===== src/rtl/nv_ram_rwsthp_fifo_ctrl_pkg.sv =====
// Shared constants and helpers for the 80x17 rwsthp RAM FIFO controller.
// Pointers wrap at DEPTH-1 since DEPTH is not a power of two.
package nv_ram_rwsthp_fifo_ctrl_pkg;

  localparam int DEPTH = 80;
  localparam int WIDTH = 17;
  localparam int AW    = 7;

  typedef logic [AW-1:0]    addr_t;
  typedef logic [AW:0]      cnt_t;
  typedef logic [WIDTH-1:0] data_t;

  function automatic addr_t wrap_inc(input addr_t p);
    return (p == addr_t'(DEPTH - 1)) ? '0 : p + addr_t'(1);
  endfunction

endpackage


===== src/rtl/nv_fifo_ptr_wrap.sv =====
// RAM address pointer: increments on enable, wraps DEPTH-1 -> 0.
// Used for both the write and the read side.
module nv_fifo_ptr_wrap
  import nv_ram_rwsthp_fifo_ctrl_pkg::*;
(
  input  logic  clk,
  input  logic  rst,
  input  logic  en,
  output addr_t ptr
);

  addr_t ptr_q;
  addr_t ptr_d;

  always_comb begin
    ptr_d = ptr_q;
    if (en) ptr_d = wrap_inc(ptr_q);
  end

  always_ff @(posedge clk or posedge rst) begin
    if (rst) ptr_q <= '0;
    else     ptr_q <= ptr_d;
  end

  assign ptr = ptr_q;

endmodule


===== src/rtl/nv_ram_rwsthp_fifo_ctrl.sv =====
// Valid/ready FIFO built on an external 2-cycle bypass RAM.
// s1 = address latched in RAM, s2 = RAM dout holds an unpopped entry.
module nv_ram_rwsthp_fifo_ctrl
  import nv_ram_rwsthp_fifo_ctrl_pkg::*;
(
  input  logic             clk,
  input  logic             rst,
  input  logic             wr_pvld,
  output logic             wr_prdy,
  input  logic [WIDTH-1:0] wr_pd,
  output logic             rd_pvld,
  input  logic             rd_prdy,
  output logic [WIDTH-1:0] rd_pd,
  output logic [AW-1:0]    ram_wa,
  output logic             ram_we,
  output logic [WIDTH-1:0] ram_di,
  output logic [AW-1:0]    ram_ra,
  output logic             ram_re,
  output logic             ram_ore,
  output logic             ram_byp_sel,
  output logic [WIDTH-1:0] ram_dbyp,
  input  logic [WIDTH-1:0] ram_dout,
  output logic [AW:0]      wr_count
);

  cnt_t ram_cnt_q, ram_cnt_d;
  logic s1_q, s1_d;
  logic s2_q, s2_d;

  logic pop, adv, push, empty_all;
  logic byp, we, re, ore, prdy;
  cnt_t occ;

  always_comb begin
    pop       = s2_q & rd_prdy;
    adv       = s1_q & (!s2_q | pop);
    occ       = ram_cnt_q + cnt_t'(s1_q);
    // No rd_prdy term here: a full FIFO refuses push even while popping.
    prdy      = !rst & (occ < cnt_t'(DEPTH));
    push      = wr_pvld & prdy;
    empty_all = (ram_cnt_q == '0) & !s1_q & (!s2_q | pop);
    byp       = push & empty_all;
    we        = push & !byp;
    re        = (ram_cnt_q != '0) & (!s1_q | adv);
    ore       = adv | byp;
    ram_cnt_d = ram_cnt_q + cnt_t'(we) - cnt_t'(re);
    // The s1 slot is released only when its data reaches dout.
    s1_d      = re | (s1_q & !adv);
    s2_d      = ore | (s2_q & !pop);
  end

  always_ff @(posedge clk or posedge rst) begin
    if (rst) begin
      ram_cnt_q <= '0;
      s1_q      <= 1'b0;
      s2_q      <= 1'b0;
    end else begin
      ram_cnt_q <= ram_cnt_d;
      s1_q      <= s1_d;
      s2_q      <= s2_d;
    end
  end

  nv_fifo_ptr_wrap u_wr_ptr (
    .clk (clk),
    .rst (rst),
    .en  (we),
    .ptr (ram_wa)
  );

  nv_fifo_ptr_wrap u_rd_ptr (
    .clk (clk),
    .rst (rst),
    .en  (re),
    .ptr (ram_ra)
  );

  assign wr_prdy     = prdy;
  assign rd_pvld     = s2_q;
  assign rd_pd       = ram_dout;
  assign ram_we      = we;
  assign ram_di      = wr_pd;
  assign ram_re      = re;
  assign ram_ore     = ore;
  assign ram_byp_sel = byp;
  assign ram_dbyp    = wr_pd;
  assign wr_count    = ram_cnt_q + cnt_t'(s1_q) + cnt_t'(s2_q);

endmodule


===== config.mk =====
export PLATFORM = sky130hd
export DESIGN_NAME = nv_ram_rwsthp_fifo_ctrl
export DESIGN_NICKNAME = d
export VERILOG_FILES = /design/src/rtl/nv_ram_rwsthp_fifo_ctrl_pkg.sv /design/src/rtl/nv_fifo_ptr_wrap.sv /design/src/rtl/nv_ram_rwsthp_fifo_ctrl.sv
export SDC_FILE = /design/constraint.sdc
export NUM_CORES = 1
export LEC_CHECK = 0
export ABC_CLOCK_PERIOD_IN_PS = 6000
export BUFFER_PORTS_ARGS = -buffer_cell sky130_fd_sc_hd__buf_2
export CAP_MARGIN = 20
export CORE_ASPECT_RATIO = 2
export CORE_MARGIN = 2
export CORE_UTILIZATION = 48
export DETAILED_ROUTE_END_ITERATION = 10
export PLACE_DENSITY = 0.95
export RECOVER_POWER = 50
export SETUP_SLACK_MARGIN = 0.02
export SLEW_MARGIN = 20
export SYNTH_ARGS = -nofsm -noshare
export SYNTH_HDL_FRONTEND = slang
export SYNTH_SLANG_ARGS = --single-unit

===== constraint.sdc =====
create_clock -name clk -period 6 [get_ports clk]
set_input_delay 1.2 -clock clk [delete_from_list [all_inputs] [get_ports clk]]
set_output_delay 1.2 -clock clk [all_outputs]
set_load 0.01 [all_outputs]

Yosys cells after proc, flatten, opt, wreduce, memory -nomap -nowiden
Cells that the tools add are included.
- output and inout port bits: 79
- bits of input ports: 38
- flip-flop bits (word level): 24
- logic and storage cells: 40
- reductions and logical operators: 8
- add/subtract/negate cells: 6
- equal/unequal tests: 2
- mux-type cells: 2
- bitwise operators: 16
- order comparisons: 1
- operators with widths (kind ; number):
    adder 8 x 1 -> 8 bit ; 3
    adder 7 x 1 -> 7 bit, second input constant ; 2
    == test 7 bit, second input constant ; 2
    2-to-1 mux 7 bit ; 2
    bitwise AND 1 bit ; 11
    logical NOT 8 bit ; 1
    < comparator 8 x 7 -> 1 bit, second input constant ; 1
    nonzero test 8 bit ; 1
    subtractor 8 x 1 -> 8 bit ; 1
    logical NOT 1 bit ; 6
    bitwise OR 1 bit ; 5

Longest topological paths before layout
- depth after elaboration: 9
- depth in mapped cells: 16
- gate-level depth less buffers: 16

Cells and area by module
A second synthesis with hierarchy kept.
- cell total of the unflattened synthesis: 245
- area, all modules: 2208.4 µm²
- modules (own cells, without submodules) (module ; area an instance (µm²) ; instances ; cells an instance ; seq. area each (µm²)):
    nv_ram_rwsthp_fifo_ctrl ; 1510.2 ; 1 ; 175 ; 250.2
    nv_fifo_ptr_wrap ; 349.1 ; 2 ; 35 ; 175.2

Worst setup path after synthesis
Ideal clock, no wire load.
- path kind: input -> register
- start: input rst
- end: register ram_cnt_q[6]
- required time: 5.878 ns
- library setup time: 0.122 ns
- path buffers: 0
- arrival: 3.791 ns
- stages on the path: 12
- path slack: 2.087 ns
- cells stage by stage: inv_1 -> nand2_1 -> nor4b_4 -> ha_1 -> inv_1 -> fa_1 -> nand2b_1 -> a21oi_1 -> o21ai_0 -> a21oi_1 -> nor2_1 -> xnor2_1
- word-level cells in the longest chain between the ends: 8
- ends and longest elaborated chain (element ; line ; text):
    start, declared ; nv_ram_rwsthp_fifo_ctrl.sv:7 ; input logic rst,
    logical NOT 1 bit (no line) (*) ; -- ;
    bitwise AND 1 bit (*) ; nv_ram_rwsthp_fifo_ctrl.sv:39 ; prdy = !rst & (occ < cnt_t'(DEPTH));
    bitwise AND 1 bit (*) ; nv_ram_rwsthp_fifo_ctrl.sv:40 ; push = wr_pvld & prdy;
    bitwise AND 1 bit ; nv_ram_rwsthp_fifo_ctrl.sv:42 ; byp = push & empty_all;
    logical NOT 1 bit ; nv_ram_rwsthp_fifo_ctrl.sv:43 ; we = push & !byp;
    bitwise AND 1 bit (*) ; nv_ram_rwsthp_fifo_ctrl.sv:43 ;
    named net ram_we ; nv_ram_rwsthp_fifo_ctrl.sv:15 ; output logic ram_we,
    adder 8 x 1 -> 8 bit (*) ; nv_ram_rwsthp_fifo_ctrl.sv:46 ; ram_cnt_d = ram_cnt_q + cnt_t'(we) - cnt_t'(re);
    subtractor 8 x 1 -> 8 bit (*) ; nv_ram_rwsthp_fifo_ctrl.sv:46 ;
    named net ram_cnt_d[6] ; nv_ram_rwsthp_fifo_ctrl.sv:26 ; cnt_t ram_cnt_q, ram_cnt_d;
    end signal, assigned ; nv_ram_rwsthp_fifo_ctrl.sv:58 ; ram_cnt_q <= ram_cnt_d;
    end, declared ; nv_ram_rwsthp_fifo_ctrl.sv:26 ;
Mark *: on every way through the listed nets, which the timed path passes. The rest lies on a longest branch.
A chain may end at the register's enable or synchronous reset.

Worst setup path in the final report
- start: input rst
- end: output ram_we
- word-level cells in the longest chain between the ends: 6
- ends and longest elaborated chain (element ; line):
    logical NOT 1 bit (no line) (*) ; --
    bitwise AND 1 bit (*) ; nv_ram_rwsthp_fifo_ctrl.sv:39
    bitwise AND 1 bit (*) ; nv_ram_rwsthp_fifo_ctrl.sv:40
    bitwise AND 1 bit ; nv_ram_rwsthp_fifo_ctrl.sv:42
    logical NOT 1 bit ; nv_ram_rwsthp_fifo_ctrl.sv:43
    bitwise AND 1 bit (*) ; nv_ram_rwsthp_fifo_ctrl.sv:43
    end, declared ; nv_ram_rwsthp_fifo_ctrl.sv:15
Every way passes the cells marked *; elsewhere a longest branch is shown, timed or not.

==> impl_metrics.env <==
export IMPL_startpoint="rst"
export IMPL_placed_cell_area_sq_mm=0.001944
export IMPL_routed_via_density=5.371
export IMPL_final_common_cell="dfrtp_1"
export IMPL_crit_chain="buf_2, inv_1, clkbuf_1, nand2_1, nor4b_4, buf_2"
export IMPL_cpPeakStageDelay_ns=0.96
export IMPL_crit_type="in2out"
export IMPL_slowest_stage="clkbuf_1"
export IMPL_tns_ns=0
export IMPL_postRouteWirelength_um=3821
export IMPL_layout_min_cycle_time_ns=4.530
export IMPL_grt_pass1_wl_um=6465
export IMPL_place_gp_congestion=0.8413
export IMPL_syn_num_nets=286
export IMPL_status="finished clean"
export IMPL_die_y_um=97.48
export IMPL_port_buffers=31
export IMPL_crit_buf_inv=4
export IMPL_synth_compound_area_frac=0.06981
export IMPL_die_area_sq_mm=0.004945
export IMPL_synth_seq_cells=24
export IMPL_slew_violations=0
export IMPL_r2r_start="s1_q"
export IMPL_post_cts_setup_buffers=0
export IMPL_final_cell_area_sq_mm=0.001993
export IMPL_grt_pass1_vias=1476
export IMPL_numCtsBuffers=3
export IMPL_dp_hpwl_um=3027
export IMPL_ant_nets=0
export IMPL_grt_max_degree=26
export IMPL_synth_mux_area_frac=0.02148
export IMPL_dr_pass1_iters=3
export IMPL_area_delta_synth_final_pct=-4.952
export IMPL_crit_family="buffers and inverters"
export IMPL_synth_top_family_by_area="buffers and inverters"
export IMPL_pwr_density_cell_mw_per_mm2=581.3
export IMPL_synth_edff_count=0
export IMPL_clk_pin_slew_worst_paths_ns=0.09
export IMPL_ys_warn_count=0
export IMPL_synth_simple_gate_area_frac=0.1539
export IMPL_required_ns=4.80
export IMPL_maxCapViolations=0
export IMPL_clock_sinks=24
export IMPL_coreArea_sq_mm=0.004254
export IMPL_syn_area_sq_mm=0.002097
export IMPL_intPower_uw=634.9
export IMPL_finClkSkew_ns=0.008360
export IMPL_setup_viol=0
export IMPL_leakage_uw=0.0009183
export IMPL_clockRootBuffer="clkbuf_8"
export IMPL_synth_area_per_cell_sq_um=9.320
export IMPL_start_util=0.4929
export IMPL_hold_viol=0
export IMPL_min_path_type="reg2reg"
export IMPL_ys_types=38
export IMPL_arrival_ns=3.33
export IMPL_combPwrFrac=0.602
export IMPL_rows=34
export IMPL_antennaDiodeCount=0
export IMPL_relSlewSlack=0.1193
export IMPL_critPathCaptureType="output pin"
export IMPL_fin_crit_sh=0.7551
export IMPL_cts_tree="done"
export IMPL_cts_resized=0
export IMPL_switching_share=0.4520
export IMPL_detail_route_wl_per_cell_um=14.47
export IMPL_cts_hold_repair_buffers=0
export IMPL_yosys_area_share_adder=0.1408
export IMPL_crit_path_frequent_cell="buf_2"
export IMPL_first_iter_violations=18
export IMPL_antenna_found_initial=0
export IMPL_gr_total_overflow=0
export IMPL_crit_fanout=25
export IMPL_p_clk_frac=0.125
export IMPL_drive_gt1_frac=0.1524
export IMPL_netlist_instances=225
export IMPL_final_util=0.4685
export IMPL_ys_async_sr_fraction=1.000
export IMPL_fill_cells=416
export IMPL_switchingPower_uw=523.7
export IMPL_htreeDepth=1
export IMPL_worst_slew_pin_slew_ns=1.321
export IMPL_seqPwrFrac=0.274
export IMPL_vdd_drop_max_mv=0.4696
export IMPL_io_pin_count=117
export IMPL_mostFrequentLayoutCells="dfrtp_1 (24), ha_1 (22), inv_1 (19), buf_2 (16), clkbuf_1 (16)"
export IMPL_grt_usage=0.1632
export IMPL_vias=1418
export IMPL_fin_nets=272
export IMPL_hp_start="u_wr_ptr.ptr[2]"
export IMPL_die_width_um=50.74
export IMPL_max_freq_mhz=220.7
export IMPL_synth_flop_cell="dfrtp_1"
export IMPL_worst_setup_path_start_kind="input pin"
export IMPL_clk_latency_ns=0.28
export IMPL_clk_path_buf_depth=2
export IMPL_synth_xor_area_frac=0.1110
export IMPL_ys_seq_area_frac=0.2864
export IMPL_rsz0062_at_grt="no"
export IMPL_drc=0
## routing by layer
metal / up-vias / part of all wire / wire length (um) / GRT usage
met1: 676 / 0.40 / 1537 / 0.1906
met4: 0 / 0.013 / 51 / 0.03534
met2: 76 / 0.50 / 1894 / 0.2581
li1: 661 / - / - / -
met3: 5 / 0.088 / 338 / 0.08615
met5: - / 0 / 0 / 0.04762
## layout make-up
class / count / area [sq um] / area share
Clock buffer: 3 / 41.29 / 0.02072
Clock inverter: 1 / 30.03 / 0.01507
Inverter: 19 / 71.32 / 0.03578
Multi-Input combinational cell: 131 / 1042 / 0.5229
Sequential cell: 24 / 600.6 / 0.3013
Tap cell: 54 / 67.56 / 0.03390
Timing Repair Buffer: 32 / 140.1 / 0.07031
## logic make-up after synthesis
group / count (synthesis)
mux: 4
flops: 24
fa+ha+maj: 23
compound gates: 24
xor+xnor: 24
simple gates: 56
buf+inv: 70
## power by group through the flow
stage | clock network (uW) | registers [uW] | logic [uW]
global route | 150 | 333 | 779
detailed placement | 0 | 318 | 706
floorplan | 0 | 318 | 536
global placement | 0 | 311 | 662
CTS | 145 | 316 | 716
finish | 144 | 317 | 697
## worst paths after layout
check,to,slack [ns],cells past startpoint
worst min-delay path,u_wr_ptr.ptr[2],0.55,1
worst max-delay path,ram_we,1.47,6
worst min register to register,u_wr_ptr.ptr[2],0.55,1
min in group asynchronous,u_rd_ptr.ptr[5],1.34,3
worst max register to register,ram_cnt_q[6],2.44,14
max in group asynchronous,ram_cnt_q[1],3.88,3
## sequential cells by signal, summed over array words and instances, names as in the netlist
register and count:
s1_q 1, u_rd_ptr.ptr 7, ram_cnt_q 8, rd_pvld 1, u_wr_ptr.ptr 7
## Yosys cell counts (2+ instances only)
cell,count,share of area
nand4_1,4,0.012
xnor2_1,14,0.058
buf_4,51,0.18
xor2_1,7,0.029
nor2b_1,5,0.015
nand2b_1,2,0.0060
nor3_1,4,0.0095
and3_1,2,0.0060
xnor2_2,3,0.023
nor2_1,9,0.016
a22o_1,2,0.0084
nand3_1,4,0.0095
mux2_2,4,0.021
ha_1,22,0.13
nand2_1,14,0.025
o21ai_0,9,0.021
dfrtp_1,24,0.29
inv_1,19,0.034
a21oi_1,5,0.012
nand3b_1,3,0.011
## per-stage QoR
step	setup WS [ns]	total power, uW	cells	hold slack (ns)
6_report	1.470	1159	264	0.5452
5_1_grt	1.032	1262	264	0.5579
4_1_cts	2.254	1177	264	0.5328
3_5_place_dp	1.995	1023	260	0.5176
3_3_place_gp	2.200	973.2	260	0.5109
2_1_floorplan	2.087	853.9	225	0.5363
Note: power is estimated with default switching activity, not from simulation.
